<file path="config.mk">
export PLATFORM = sky130hd
export DESIGN_NAME = pci_master
export DESIGN_NICKNAME = d
export VERILOG_FILES = /design/src/rtl/pci_pkg.sv /design/src/rtl/pci_par_gen.sv /design/src/rtl/pci_master.sv
export SDC_FILE = /design/constraint.sdc
export NUM_CORES = 1
export LEC_CHECK = 0
export ABC_CLOCK_PERIOD_IN_PS = 4200
export BUFFER_PORTS_ARGS = -buffer_cell sky130_fd_sc_hd__buf_2
export CORE_ASPECT_RATIO = 0.7
export CORE_MARGIN = 1
export CORE_UTILIZATION = 51
export CTS_CLUSTER_SIZE = 14
export DETAILED_ROUTE_END_ITERATION = 12
export GPL_TIMING_DRIVEN = 0
export MAX_ROUTING_LAYER = met4
export PLACE_DENSITY = 0.88
export SYNTH_ARGS = -nofsm -noshare
export SYNTH_HDL_FRONTEND = slang
export SYNTH_HIERARCHICAL = 1
export SYNTH_SLANG_ARGS = --single-unit
</file>
<file path="constraint.sdc">
create_clock -name CLK -period 4.2 [get_ports CLK]
set_clock_uncertainty 0.1 [all_clocks]
set_input_delay 0.84 -clock CLK [delete_from_list [all_inputs] [get_ports CLK]]
set_output_delay 0.84 -clock CLK [all_outputs]
set_load 0.01 [all_outputs]
</file>
<file path="src/rtl/pci_pkg.sv">
// Shared PCI definitions: command codes, completion status codes and master FSM states.
package pci_pkg;

  localparam logic [3:0] CMD_IO_RD  = 4'b0010;
  localparam logic [3:0] CMD_IO_WR  = 4'b0011;
  localparam logic [3:0] CMD_MEM_RD = 4'b0110;
  localparam logic [3:0] CMD_MEM_WR = 4'b0111;
  localparam logic [3:0] CMD_CFG_RD = 4'b1010;
  localparam logic [3:0] CMD_CFG_WR = 4'b1011;

  localparam logic [1:0] ST_OK     = 2'b00;
  localparam logic [1:0] ST_MABORT = 2'b01;
  localparam logic [1:0] ST_TABORT = 2'b10;
  localparam logic [1:0] ST_RETRY  = 2'b11;

  typedef enum logic [2:0] {
    S_IDLE = 3'd0,
    S_ARB  = 3'd1,
    S_ADDR = 3'd2,
    S_DATA = 3'd3,
    S_TURN = 3'd4
  } state_t;

  // Odd command codes are the write flavours.
  function automatic logic is_write(input logic [3:0] cmd);
    return cmd[0];
  endfunction

endpackage

</file>
<file path="src/rtl/pci_par_gen.sv">
// Registered even parity over AD/CBE# plus a one-clock-delayed output enable,
// so PAR trails the data it covers by exactly one clock.
module pci_par_gen (
  input  logic        clk,
  input  logic        rst_n,
  input  logic [31:0] ad,
  input  logic [3:0]  cbe_n,
  input  logic        oe_ad_n,
  output logic        par,
  output logic        oe_par_n
);

  always_ff @(posedge clk or negedge rst_n) begin
    if (!rst_n) begin
      par      <= 1'b0;
      oe_par_n <= 1'b1;
    end else begin
      par      <= ^{ad, cbe_n};
      oe_par_n <= oe_ad_n;
    end
  end

endmodule

</file>
<file path="src/rtl/pci_master.sv">
// Single-data-phase PCI initiator. Define PCI_MASTER_RETRY_EN to re-issue a
// target-retried request up to MAX_RETRY times before completing with status 11.
module pci_master
  import pci_pkg::*;
#(
  parameter int  DEVSEL_TIMEOUT = 5,
  parameter int  MAX_RETRY      = 16,
  localparam int RCW            = $clog2(MAX_RETRY + 1)
) (
  input  logic           CLK,
  input  logic           RST_N,
  // Local request: accepted on the rising edge where REQ_VALID & REQ_READY;
  // the initiator holds REQ_READY low until the completion pulse has been issued.
  input  logic           REQ_VALID,
  output logic           REQ_READY,
  input  logic [3:0]     REQ_CMD,
  input  logic [31:0]    REQ_ADDR,
  input  logic [31:0]    REQ_WDATA,
  input  logic [3:0]     REQ_BE_N,
  output logic           RSP_VALID,
  output logic [31:0]    RSP_RDATA,
  output logic [1:0]     RSP_STATUS,
  output logic           REQ_O_N,
  output logic           OE_REQ_N,
  input  logic           GNT_I_N,
  input  logic           FRAME_I_N,
  input  logic           IRDY_I_N,
  input  logic           TRDY_I_N,
  input  logic           DEVSEL_I_N,
  input  logic           STOP_I_N,
  output logic           FRAME_O_N,
  output logic           OE_FRAME_N,
  output logic           IRDY_O_N,
  output logic           OE_IRDY_N,
  input  logic [31:0]    AD_I,
  output logic [31:0]    AD_O,
  output logic           OE_AD_N,
  output logic [3:0]     CBE_O_N,
  output logic           OE_CBE_N,
  output logic           PAR_O,
  output logic           OE_PAR_N,
  output logic [2:0]     DBG_STATE,
  output logic [RCW-1:0] DBG_RETRY_CNT
);

  localparam logic [7:0]     DEV_LAST    = 8'(DEVSEL_TIMEOUT - 1);
  localparam logic [RCW-1:0] RETRY_LIMIT = RCW'(MAX_RETRY);

  state_t         state, next_state;
  logic [3:0]     req_cmd;
  logic [31:0]    req_addr;
  logic [31:0]    req_wdata;
  logic [3:0]     req_be_n;
  logic [7:0]     dcnt;
  logic [31:0]    rsp_rdata_q;
  logic [1:0]     rsp_status_q;
  logic           reissue_q;
  logic [RCW-1:0] retry_cnt;

  logic           data_done;
  logic           data_retry;
  logic [1:0]     data_status;
  logic [31:0]    data_rdata;

  always_ff @(posedge CLK or negedge RST_N) begin
    if (!RST_N) state <= S_IDLE;
    else        state <= next_state;
  end

  always_comb begin
    next_state  = state;
    REQ_READY   = 1'b0;
    REQ_O_N     = 1'b1;
    OE_REQ_N    = 1'b1;
    FRAME_O_N   = 1'b1;
    OE_FRAME_N  = 1'b1;
    IRDY_O_N    = 1'b1;
    OE_IRDY_N   = 1'b1;
    AD_O        = '0;
    OE_AD_N     = 1'b1;
    CBE_O_N     = 4'hF;
    OE_CBE_N    = 1'b1;
    RSP_VALID   = 1'b0;
    data_done   = 1'b0;
    data_retry  = 1'b0;
    data_status = ST_OK;
    data_rdata  = '0;

    // Data-phase outcome in priority order; only acted on in S_DATA.
    if (!TRDY_I_N) begin
      data_done  = 1'b1;
      data_rdata = is_write(req_cmd) ? 32'h0 : AD_I;
    end else if (!STOP_I_N && DEVSEL_I_N) begin
      data_done   = 1'b1;
      data_status = ST_TABORT;
    end else if (!STOP_I_N) begin
      data_done   = 1'b1;
      data_retry  = 1'b1;
      data_status = ST_RETRY;
    end else if (DEVSEL_I_N && dcnt == DEV_LAST) begin
      data_done   = 1'b1;
      data_status = ST_MABORT;
    end

    case (state)
      S_IDLE: begin
        REQ_READY = 1'b1;
        if (REQ_VALID) next_state = S_ARB;
      end
      S_ARB: begin
        REQ_O_N  = 1'b0;
        OE_REQ_N = 1'b0;
        if (!GNT_I_N && FRAME_I_N && IRDY_I_N) next_state = S_ADDR;
      end
      S_ADDR: begin
        OE_REQ_N   = 1'b0;
        FRAME_O_N  = 1'b0;
        OE_FRAME_N = 1'b0;
        AD_O       = req_addr;
        OE_AD_N    = 1'b0;
        CBE_O_N    = req_cmd;
        OE_CBE_N   = 1'b0;
        next_state = S_DATA;
      end
      S_DATA: begin
        OE_REQ_N   = 1'b0;
        OE_FRAME_N = 1'b0;
        IRDY_O_N   = 1'b0;
        OE_IRDY_N  = 1'b0;
        CBE_O_N    = req_be_n;
        OE_CBE_N   = 1'b0;
        // Reads leave AD undriven so the target can turn it around.
        if (is_write(req_cmd)) begin
          AD_O    = req_wdata;
          OE_AD_N = 1'b0;
        end
        if (data_done) next_state = S_TURN;
      end
      S_TURN: begin
        OE_REQ_N   = 1'b0;
        OE_IRDY_N  = 1'b0;
        RSP_VALID  = !reissue_q;
        next_state = reissue_q ? S_ARB : S_IDLE;
      end
      default: next_state = S_IDLE;
    endcase
  end

  always_ff @(posedge CLK or negedge RST_N) begin
    if (!RST_N) begin
      req_cmd      <= '0;
      req_addr     <= '0;
      req_wdata    <= '0;
      req_be_n     <= '1;
      dcnt         <= '0;
      rsp_rdata_q  <= '0;
      rsp_status_q <= ST_OK;
      reissue_q    <= 1'b0;
      retry_cnt    <= '0;
    end else begin
      if (state == S_IDLE && REQ_VALID) begin
        req_cmd   <= REQ_CMD;
        req_addr  <= REQ_ADDR;
        req_wdata <= REQ_WDATA;
        req_be_n  <= REQ_BE_N;
        retry_cnt <= '0;
        reissue_q <= 1'b0;
      end
      if (state == S_ADDR)                      dcnt <= '0;
      else if (state == S_DATA && dcnt != 8'hFF) dcnt <= dcnt + 8'd1;
      if (state == S_DATA && data_done) begin
        rsp_status_q <= data_status;
        rsp_rdata_q  <= data_rdata;
        reissue_q    <= 1'b0;
        if (data_retry) begin
          retry_cnt <= retry_cnt + RCW'(1);
`ifdef PCI_MASTER_RETRY_EN
          if (retry_cnt < RETRY_LIMIT) reissue_q <= 1'b1;
`else
          if (retry_cnt > RETRY_LIMIT) reissue_q <= 1'b0;
`endif
        end
      end
    end
  end

  assign RSP_RDATA     = rsp_rdata_q;
  assign RSP_STATUS    = rsp_status_q;
  assign DBG_STATE     = state;
  assign DBG_RETRY_CNT = retry_cnt;

  pci_par_gen u_par (
    .clk      (CLK),
    .rst_n    (RST_N),
    .ad       (AD_O),
    .cbe_n    (CBE_O_N),
    .oe_ad_n  (OE_AD_N),
    .par      (PAR_O),
    .oe_par_n (OE_PAR_N)
  );

endmodule

</file>
Yosys cells after proc, flatten, opt, wreduce, memory -nomap -nowiden:

Index checks and enable logic that the tools add are counted.

* $add $sub $neg: 2
* multiply operators: 0
* div/mod/pow operators: 0
* magnitude comparators: 0
* equality and inequality tests: 9
* shifts and indexed selects: 0
* muxes and demuxes: 38
* bitwise logic cells: 0
* reductions and logical operators: 18

Operators with widths (count)
* $mux 32: 3
* $pmux 32 s2: 1
* $reduce_xor 36->1: 1
* $mux 1: 20
* $mux 8: 2
* $mux 5: 3
* $pmux 3 s5: 1
* $mux 3: 3
* $add 8x1->8 const B: 1
* $eq 8x3->1 const B: 1
* $ne 8x8->1 const B: 1
* $pmux 4 s2: 1
* $logic_and 1x1->1: 7
* $eq 3x2->1 const B: 2
* $mux 2: 3
* $ne 2x2->1 const B: 3
* $add 5x1->5 const B: 1
* $reduce_bool 2->1: 2
* $reduce_or 2->1: 2
* $reduce_or 4->1: 1
* $eq 3x1->1 const B: 1
* $eq 3x3->1 const B: 1
* $logic_not 1->1: 3
* $logic_not 3->1: 1
* other kinds (2): 2

* flip-flop bits (word level): 125
* latch bits: 0
* memory bits (writable): 0
* memory bits (read-only): 0
* bits of input ports: 113
* output and inout port bits: 90
* logic and storage cells: 79
* memories: 0

Depth between registers and ports, before layout:

Gate-level depths: netlist (run 1).

* depth in word-level cells: 8
* mapped depth: 12
* depth with buffers taken out: 9

Cells and area by module:

Netlist (run 1), hierarchy kept.

Modules (own cells, without submodules)
* pci_master: instances 1, cells each 388, area each 5247.5 um2, seq. area each 3057.9 um2
* pci_par_gen: instances 1, cells each 36, area each 362.8 um2, seq. area each 51.3 um2

Worst setup path after synthesis (run 1):

No wires, ideal clock.

* path kind: reg2reg
* start point: register state[2] (netlist: DBG_STATE[2])
* end point: register u_par.par
* library setup time: 0.123 ns
* arrival: 2.632 ns
* required time: 3.977 ns
* path slack: 1.346 ns
* cell stages (with the launch flop): 12
* path buffers: 2
* period minus slack after synthesis: 2.854 ns
* path through: dfrtp_1 buf_2 and2b_1 inv_1 nor2_2 buf_2 a22o_1 xor2_1 xnor2_1 xnor2_1 xnor3_1 xnor2_1

* cells in the longest elaborated chain, start to end: 3
* elaborated cells between the ends (all ways): 5
* those cells by class: eq/ne (2); mux (2); reduce/logical (1)

Ends and longest elaborated chain
* start, declared: line pci_master.sv:49 `state_t state, next_state;`
* start signal, assigned: line pci_master.sv:67 `else state <= next_state;`
* $eq 3x2->1: line pci_master.sv:105 `case (state)`
* $pmux 32 s2 *: line pci_master.sv:105
* net AD_O[26]: line pci_master.sv:36 `output logic [31:0] AD_O,`
* $reduce_xor 36->1 *: line pci_par_gen.sv:18 `par <= ^{ad, cbe_n};`
* end signal, assigned: line pci_par_gen.sv:18
* end, declared: line pci_par_gen.sv:9 `output logic par,`

Mark *: on every way through the listed nets, which the timed path passes. The rest lies on a longest branch.
A chain may end at the register's enable or synchronous reset.

Worst setup path in the final report (run 1):

* start point: register state[2] (netlist: DBG_STATE[2])
* end point: output AD_O[20]

* cells in the longest elaborated chain, start to end: 2
* elaborated cells between the ends (all ways): 3
* those cells by class: eq/ne (2); mux (1)

Ends and longest elaborated chain (line)
* $eq 3x2->1: pci_master.sv:105
* $pmux 32 s2 *: pci_master.sv:105
* end, declared: pci_master.sv:36

Every way passes the cells marked *; elsewhere a longest branch is shown, timed or not.

==> results of run 1 <==
[power by group through the flow]
stage | clock network, uW | logic (uW) | registers [uW]
2_1_floorplan | 0 | 1760 | 2120
3_3_place_gp | 0 | 2550 | 2070
3_5_place_dp | 0 | 2660 | 2120
4_1_cts | 1430 | 2680 | 2110
5_1_grt | 1490 | 2860 | 2180
6_report | 1420 | 2670 | 2120
[through the flow]
| step | setup WS (ps) | hold slack, ps | util, % | instances | area (sq um) |
|---|---|---|---|---|---|
| 6_report | 541 | 257 | 70.6 | 808 | 7420 |
| 4_1_cts | 543 | 261 | 70.5 | 807 | 7410 |
| 5_1_grt | 410 | 287 | 70.6 | 808 | 7420 |
| 2_1_floorplan | 1350 | 380 | - | 424 | 5610 |
| 3_3_place_gp | 734 | 380 | 64.8 | 774 | 6810 |
| 3_5_place_dp | 787 | 380 | 65.1 | 775 | 6840 |
[kinds of logic (layout without fill, tap and decap cells)]
logic type | Yosys count | in the layout | share of synthesized area [%]
DFF | 124 | 124 | 55.4
muxes | 78 | 78 | 15.5
xor gates and xnor gates | 36 | 36 | 5.87
AOI/OAI and AO/OA | 88 | 88 | 13.0
adders and majority gates | 3 | 3 | 0.669
and+or+nand+nor | 58 | 58 | 6.07
other | 0 | 1 | 0
buffers and inverters | 37 | 272 | 3.43
[cells in the final DEF (no fill, tap or decap), types with 4 or more instances in the layout]
cell type	count
clkbuf_1	5
dfstp_2	5
buf_6	4
nand2_1	12
nor3_1	6
nor2_1	11
a22o_1	62
mux2i_1	6
xnor2_1	29
nand3_1	7
clkinv_2	5
dfrtp_1	119
mux2_2	72
clkbuf_16	17
inv_1	11
o21ai_0	9
buf_2	219
xor2_1	6
[routing by layer]
metal / vias up / part of all wire [%] / track usage, %
met1: 2245 / 44 / 36.7
li1: 1990 / - / -
met4: 0 / 2.6 / 12.7
met5: - / 0 / -
met3: 35 / 4.6 / 4.58
met2: 177 / 49 / 43.5
[state kept, by name (all words and copies together) (netlist names)]
name            flops
req_addr           32
RSP_STATUS          2
u_par/par           1
req_be_n            4
DBG_RETRY_CNT       5
DBG_STATE           3
req_wdata          32
u_par/oe_par_n      1
dcnt                8
req_cmd             4
RSP_RDATA          32
[cell type report]
cell class	count	area [sq um]	area share (%)
repair buffers	203	1040	14.1
inverters	11	41.3	0.557
diodes	1	2.50	0.0337
well taps	148	185	2.50
multi-input cells	263	2310	31.1
flip-flops and latches	124	3110	41.9
plain buffers	26	151	2.04
clock buffers	24	482	6.49
clock inverters	8	92.6	1.25
[critical path, cell delays in order, from the launching register on]
cell and delay, ps:
dfrtp_1 360, buf_2 170, and2b_1 400, inv_1 140, nor2_2 410, buf_2 380, a22o_1 280, buf_2 160
[worst paths after layout]
kind / start / endpoint / cells after the start
min reg2reg: RSP_RDATA[30] / RSP_RDATA[30] / 1
max in group asynchronous: RST_N / req_wdata[0] / 2
max: DBG_STATE[2] / AD_O[20] / 7
min: RST_N / RSP_RDATA[23] / 1
min in group CLK: RSP_RDATA[30] / RSP_RDATA[30] / 1
max reg2reg: DBG_STATE[2] / u_par/par / 11
==> flow_summary_export.csv, run 1 <==
group,metric,value,unit
run_status,status,"finished clean",
clock_tree,cts_inserted_buffers,17,
route,drc,0,
timing,final.min_clock_period,3660,ps
floorplan,ioPinCount,203,
clock_tree,postCtsSetupRepairBufs,0,
place,io_buffers,202,
clock_tree,clk_latency,410,ps
timing,hold_violations,0,
synth,async_reset_ff_share,100,%
timing,grt_setup_unrepaired,"false",
synth,synthTopCellsByArea,"dfrtp_1 (53%), mux2_2 (14%), a22o_1 (9.7%)",
grt,antenna_found_initial,1,
synth,synth_area,5610,sq um
route,ant_nets,0,
setup_path,cp.arrival,2720,ps
synth,synth_area_per_cell,13.2,sq um
timing,tightest_slew,542,ps
timing,slew_violations,0,
route,wl,15100,um
clock_tree,clock-root-buffer,"clkbuf_16",
timing,fin_crit_sh,87.1,%
finish,drive_above_1_share,52.2,%
synth,synth-main-ff-cell,"dfrtp_1",
route,drt_first_pass_iters,4,
floorplan,die_h,89.8,um
timing,fmax,273,MHz
setup_path,critPathCaptureType,"primary output",
synth,synth_top_area_share,53.1,%
clock_tree,cts_sinks,124,
flow_run,maxCapViolations,0,
floorplan,rows,31,
place,gp_congestion,0.827,
synth,synth-seq-cells,124,
floorplan,dieArea,11400,sq um
synth,synth_edf_count,0,
power,seq_power_share,34.1,%
setup_path,crit_required,3260,ps
finish,synthToLayoutAreaGrowth,32.2,%
synth,ys_types,51,
place,dp.final_hpwl,11200,um
clock_tree,ctsResizeCount,0,
floorplan,start_util,53.4,%
clock_tree,clkTransAtPathRegs,50,ps
power,power_switching,2130,uW
grt,grt_max_degree,80,
floorplan,fp.coreArea,10500,sq um
power,peakVddDrop,0.000394,V
setup_path,cp-start-kind,"register",
power,power,6210,uW
power,p_per_area,837,nW/um^2
synth,seq_area_frac_synth,55.4,%
route,initialDrtViolationCount,227,
synth,yosys_warnings,6,
clock_tree,h-tree-depth,4,
setup_path,rrSetupSlack,750,ps
route,vias_per_cell,5.50,
finish,fillers,747,
timing,setup_tns,0,ps
power,p_sw_share,34.3,%
synth,synthCells,424,
clock_tree,hold_buffers,0,
route,wl_per_cell,18.7,um
synth,syn_nets,540,
synth,synth_most_common_cell,"dfrtp_1",
clock_tree,clockBufferDepth,2,
timing,relSlewSlack,63.9,%
power,p_leak,0.00375,uW
route,num_vias,4447,
hold_path,worstHoldPathType,"in -> async",
synth,synth_top_area_cell,"dfrtp_1",
power,power_frac_comb,43.0,%
grt,grt_pass1_wl,23800,um
clock_tree,cts_tree,"done",
power,pwr-share-clk,22.8,%
power,internal-power,4080,uW
setup_path,path_max_fanout,10,
grt,track_usage,28.1,%
timing,setup_viol,0,
synth,synth_common_cells,"dfrtp_1 (119), mux2_2 (72), a22o_1 (62)",
floorplan,die_w,127,um
grt,grt_pass1_vias,4565,
grt,globalRouteOverflowTotal,0,
finish,fin_nets,762,
setup_path,critPathKind,"reg -> out",
Power figures use the tool's default switching activity.
==> inputs of run 2 (changes only) <==
--- a/config.mk
+++ b/config.mk
@@ -6,15 +6,16 @@
 export NUM_CORES = 1
 export LEC_CHECK = 0
 export ABC_CLOCK_PERIOD_IN_PS = 4200
-export BUFFER_PORTS_ARGS = -buffer_cell sky130_fd_sc_hd__buf_2
+export BUFFER_PORTS_ARGS = -buffer_cell sky130_fd_sc_hd__buf_4
 export CORE_ASPECT_RATIO = 0.7
 export CORE_MARGIN = 1
 export CORE_UTILIZATION = 51
-export CTS_CLUSTER_SIZE = 14
+export CTS_CLUSTER_SIZE = 28
 export DETAILED_ROUTE_END_ITERATION = 12
 export GPL_TIMING_DRIVEN = 0
 export MAX_ROUTING_LAYER = met4
 export PLACE_DENSITY = 0.88
+export RECOVER_POWER = 100
 export SYNTH_ARGS = -nofsm -noshare
 export SYNTH_HDL_FRONTEND = slang
 export SYNTH_HIERARCHICAL = 1
==> run 2 against run 1 <==
  * The run now ends with max-capacitance violations, max-slew violations left
  * Count of clock-buffer cells in the layout decreased by 7
  * Wire length up 2.8%
  * Fmax decreased by 5.8%
  * Combinational power shrank 3%
  * Total power grew 1.2%
  * Hold slack better by 140 ps
  * Die area unchanged
  * Critical path depth did not move
  * Via count decreased by 1.3%
  * Largest power group unchanged
==> flow_summary_export.csv, run 2 (synthesis gave the netlist of run 1 again) <==
group,metric,value,unit
route,initialDrtViolationCount,222,
grt,grt_max_degree,68,
setup_path,cp_slowest_cell,"clkbuf_1",
grt,globalRouteOverflowTotal,0,
hold_path,whs_path_depth,1,
grt,grt_pass1_wl,24200,um
hold_path,min-delay-start,"RSP_RDATA[28]",
setup_path,critPathKind,"reg -> out",
finish,design_area,7600,sq um
setup_path,crit_path_max_incr_delay,530,ps
floorplan,ioPinCount,203,
route,wl_per_cell,19.3,um
power,power_frac_comb,41.2,%
timing,setup_tns,0,ps
route,ant_nets,0,
grt,track_usage,28.8,%
setup_path,path_delay_family,"buffers and inverters",
route,wl,15500,um
power,power,6280,uW
clock_tree,clock-root-buffer,"clkbuf_16",
floorplan,die_w,127,um
route,num_vias,4389,
clock_tree,hold_buffers,0,
power,p_leak,0.00349,uW
setup_path,cp_common_cell,"clkbuf_1",
floorplan,rows,31,
timing,hold_violations,0,
floorplan,die_h,89.8,um
hold_path,hold_end,"RSP_RDATA[28]",
clock_tree,clockBufferDepth,2,
setup_path,cp.arrival,2950,ps
floorplan,fp.coreArea,10500,sq um
timing,slew_violations,58,
run_status,status,"complete, but fails checks",
clock_tree,h-tree-depth,4,
power,internal-power,4090,uW
place,placed_cell_area,7340,sq um
grt,grt_pass1_vias,4540,
setup_path,crit_chain,"clkbuf_1, and2b_1, inv_1, nor2_2, clkbuf_1, a22o_1, clkbuf_1",
clock_tree,cts_sinks,124,
finish,layout_common_cells,"dfrtp_1 (119), buf_4 (119), clkbuf_1 (99)",
setup_path,timing.rr.end,"u_par/par",
floorplan,dieArea,11400,sq um
place,dp.final_hpwl,11300,um
power,seq_power_share,33.7,%
route,drt_first_pass_iters,4,
finish,seqCellArea,3110,sq um
route,drc,0,
finish,synthToLayoutAreaGrowth,35.4,%
place,gp_congestion,0.815,
power,power_switching,2190,uW
setup_path,crit_required,3260,ps
timing,setup_viol,0,
hold_path,worstHoldPathType,"reg -> reg",
finish,fillers,757,
power,p_per_area,827,nW/um^2
setup_path,critPathCaptureType,"primary output",
setup_path,rrSetupSlack,470,ps
clock_tree,cts_inserted_buffers,17,
setup_path,path_max_fanout,10,
run_status,violations,"max-capacitance violations, max-slew violations",
setup_path,path_buf_inv,4,
clock_tree,clk_latency,410,ps
setup_path,cp-start-kind,"register",
power,pwr-share-clk,25.1,%
finish,fin_nets,762,
route,vias_per_cell,5.44,
timing,relSlewSlack,-112,%
timing,tightest_slew,3180,ps
floorplan,start_util,53.4,%
finish,num_antenna_cells,0,
clock_tree,ctsResizeCount,0,
grt,antenna_found_initial,0,
clock_tree,postCtsSetupRepairBufs,0,
power,peakVddDrop,0.000468,V
flow_run,maxCapViolations,1,
finish,drive_above_1_share,37.6,%
clock_tree,cts_tree,"done",
place,io_buffers,202,
clock_tree,clkTransAtPathRegs,60,ps
setup_path,r2r_start,"DBG_STATE[1]",
power,p_sw_share,34.9,%
timing,final.min_clock_period,3890,ps
timing,grt_setup_unrepaired,"false",
timing,fin_crit_sh,92.5,%
setup_path,reg2reg_depth,11,
timing,fmax,257,MHz
finish,multiInputGateArea,2280,sq um
-- run 2: cell count changes in the layout (fill, tap and decap cells not counted), moves of 2 or more --
cell and delta:
clkinvlp_4 +2, clkbuf_1 +94, clkbuf_8 -3, bufinv_16 +2, buf_2 -210, buf_4 +117, inv_6 +6, clkinv_2 -4
buf_6 -4
-- run 2: how the worst max path moves through the flow --
stage | endpoint | slack (ps) | start | depth (start not counted)
after floorplan | u_par/par | 1350 | DBG_STATE[2] | 11
final | AD_O[15] | 310 | DBG_STATE[1] | 7
after global placement | u_par/par | 790 | DBG_STATE[2] | 11
after global routing | AD_O[18] | 170 | DBG_STATE[1] | 7
after detailed placement | u_par/par | 790 | DBG_STATE[2] | 11
after CTS | AD_O[20] | 510 | DBG_STATE[2] | 7
-- run 2: layout make-up --
class                   count  share of cell area [%]
flip-flops and latches    124                    40.9
multi-input cells         263                    30.1
repair buffers            203                    16.2
clock buffers              17                    5.60
clock inverters            15                    2.75
well taps                 148                    2.44
plain buffers              26                    1.53
inverters                  11                   0.543
-- run 2: power by group through the flow --
stage,combinational (uW),clock (uW),sequential (uW)
global placement,2780,0,2080
detailed placement,2860,0,2120
global route,2760,1650,2170
finish,2590,1570,2120
floorplan,1760,0,2120
CTS,2890,1590,2110
-- run 2: metrics by stage --
step           std cells  util [%]  setup slack, ps  hold WS, ps
2_1_floorplan        424         -             1350          380
3_3_place_gp         774      69.6              792          387
3_5_place_dp         775      69.9              786          384
4_1_cts              807      75.9              513          313
5_1_grt              807      72.3              171          410
6_report             807      72.3              314          398
-- run 2: layer usage --
metal	share of wire [%]	vias to the layer above	track usage, %
li1	-	2002	-
met1	45	2218	37.5
met2	49	139	43.7
met3	4.3	30	6.73
met4	2.1	0	11.6
met5	0	-	-
==> inputs of run 3 (changes only) <==
--- a/config.mk
+++ b/config.mk
@@ -8,13 +8,13 @@
 export ABC_CLOCK_PERIOD_IN_PS = 4200
 export BUFFER_PORTS_ARGS = -buffer_cell sky130_fd_sc_hd__buf_4
 export CORE_ASPECT_RATIO = 0.7
-export CORE_MARGIN = 1
+export CORE_MARGIN = 3
 export CORE_UTILIZATION = 51
 export CTS_CLUSTER_SIZE = 28
 export DETAILED_ROUTE_END_ITERATION = 12
 export GPL_TIMING_DRIVEN = 0
 export MAX_ROUTING_LAYER = met4
-export PLACE_DENSITY = 0.88
+export PLACE_DENSITY = 0.82
 export RECOVER_POWER = 100
 export SYNTH_ARGS = -nofsm -noshare
 export SYNTH_HDL_FRONTEND = slang
==> run 3 against run 2 <==
  * The run still ends with max-capacitance violations, max-slew violations left
  * Final cell count unchanged
  * Sequential cell count did not move
  * Fmax grew 0.87%
  * Via count rose by 2.1%
  * Setup slack gained 34 ps
  * Register-to-register slack improved by 100 ps
  * Utilization is 0.82 points lower
  * Wire length is 4.8% higher
  * Cell area down 0.77%
  * Die area grew 7.7%
  * Critical endpoint is now AD_O[31]
==> flow_summary_export.csv, run 3 (synthesis gave the netlist of run 1 again) <==
group,metric,value,unit
run_status,status,"complete, but fails checks",
run_status,violations,"max-capacitance violations, max-slew violations",
route,wl_per_cell,20.2,um
clock_tree,ctsResizeCount,0,
flow_run,maxCapViolations,1,
power,seq_power_share,34.3,%
setup_path,cp-start-kind,"register",
finish,seqCellArea,3110,sq um
place,dp_cells,775,
power,power_switching,2180,uW
place,place_ws,785,ps
clock_tree,cts_inserted_buffers,17,
setup_path,rrSetupSlack,570,ps
setup_path,critPathKind,"reg -> out",
finish,layout_common_cells,"dfrtp_1 (119), buf_4 (118), clkbuf_1 (101)",
finish,num_antenna_cells,0,
power,peakVddDrop,0.000426,V
power,p_sw_share,35.3,%
floorplan,rows,31,
grt,globalRouteOverflowTotal,0,
setup_path,path_max_fanout,10,
route,drt_first_pass_iters,6,
place,placed_cell_area,7340,sq um
finish,final_cells,807,
timing,fin_crit_sh,91.7,%
route,wl,16300,um
setup_path,r2r_start,"DBG_STATE[1]",
floorplan,fp.coreArea,10600,sq um
clock_tree,h-tree-depth,4,
setup_path,timing.rr.end,"u_par/par",
grt,antenna_found_initial,0,
clock_tree,clk_latency,410,ps
hold_path,whs_path_depth,1,
power,pwr-share-clk,23.8,%
route,vias_per_cell,5.55,
place,gp_congestion,0.825,
clock_tree,clock-root-buffer,"clkbuf_16",
floorplan,ioPinCount,203,
place,io_buffers,202,
power,p_per_area,821,nW/um^2
route,drc,0,
hold_path,min-delay-start,"RSP_RDATA[27]",
grt,grt_max_degree,83,
floorplan,die_w,131,um
timing,grt_setup_unrepaired,"false",
setup_path,crit_path_start,"DBG_STATE[1]",
timing,hold_violations,0,
clock_tree,hold_buffers,0,
setup_path,crit_required,3260,ps
route,num_vias,4480,
clock_tree,postCtsSetupRepairBufs,0,
finish,final_core_utilization,71.5,%
hold_path,hold_end,"RSP_RDATA[27]",
timing,final.min_clock_period,3850,ps
setup_path,critPathCaptureType,"primary output",
floorplan,die_h,93.8,um
finish,layout_commonest_cell,"dfrtp_1",
finish,fin_nets,762,
grt,track_usage,27.4,%
timing,fin_ws,348,ps
hold_path,worstHoldPathType,"reg -> reg",
timing,slew_violations,44,
finish,multiInputGateArea,2280,sq um
timing,relSlewSlack,-47.1,%
finish,design_area,7540,sq um
floorplan,dieArea,12300,sq um
timing,setup_tns,0,ps
timing,fmax,260,MHz
finish,fillers,822,
route,ant_nets,0,
setup_path,cp.arrival,2910,ps
finish,drive_above_1_share,37.3,%
timing,setup_viol,0,
finish,synthToLayoutAreaGrowth,34.4,%
grt,grt_pass1_wl,25700,um
place,dp.final_hpwl,11700,um
setup_path,reg2reg_depth,11,
clock_tree,cts_sinks,124,
route,initialDrtViolationCount,294,
clock_tree,cts_tree,"done",
power,power_frac_comb,41.8,%
power,internal-power,4010,uW
clock_tree,clockBufferDepth,2,
clock_tree,clkTransAtPathRegs,60,ps
timing,tightest_slew,2210,ps
power,p_leak,0.00345,uW
grt,grt_pass1_vias,4806,
floorplan,start_util,53.2,%
==> run 3: cell type report <==
class	count	area share (%)
well taps	148	2.46
multi-input cells	263	30.3
plain buffers	26	1.53
repair buffers	203	16.0
inverters	11	0.548
flip-flops and latches	124	41.2
clock inverters	15	2.32
clock buffers	17	5.64
==> run 3: power by group through the flow <==
stage	clock, uW	combinational, uW	sequential [uW]
2_1_floorplan	0	1760	2120
3_3_place_gp	0	2770	2080
3_5_place_dp	0	2850	2120
4_1_cts	1490	2890	2120
5_1_grt	1550	2770	2190
6_report	1470	2590	2130
==> run 3: critical path: stages, from the launching register on <==
cell,delay [ps]
dfrtp_1,340
clkbuf_1,300
and2b_1,370
inv_1,140
nor2_2,470
clkbuf_2,410
a22o_1,250
clkbuf_1,220
==> run 3: how the worst max path moves through the flow <==
stage / end / slack, ps / cells past startpoint
floorplan: u_par/par / 1350 / 11
global placement: u_par/par / 820 / 11
detailed placement: u_par/par / 790 / 11
CTS: AD_O[21] / 520 / 7
global route: AD_O[31] / 240 / 7
finish: AD_O[31] / 350 / 7
==> run 3: metrics by stage <==
stage | hold WS, ps | power (uW)
2_1_floorplan | 380 | 3880
3_3_place_gp | 386 | 4850
3_5_place_dp | 382 | 4980
4_1_cts | 248 | 6510
5_1_grt | 412 | 6500
6_report | 399 | 6190
==> run 3: metal layers <==
metal	share of wire [%]	track usage (%)	up-vias
li1	-	-	1996
met1	42	34.8	2285
met2	50	45.3	174
met3	5.8	5.41	25
met4	2.1	8.74	0
met5	0	-	-
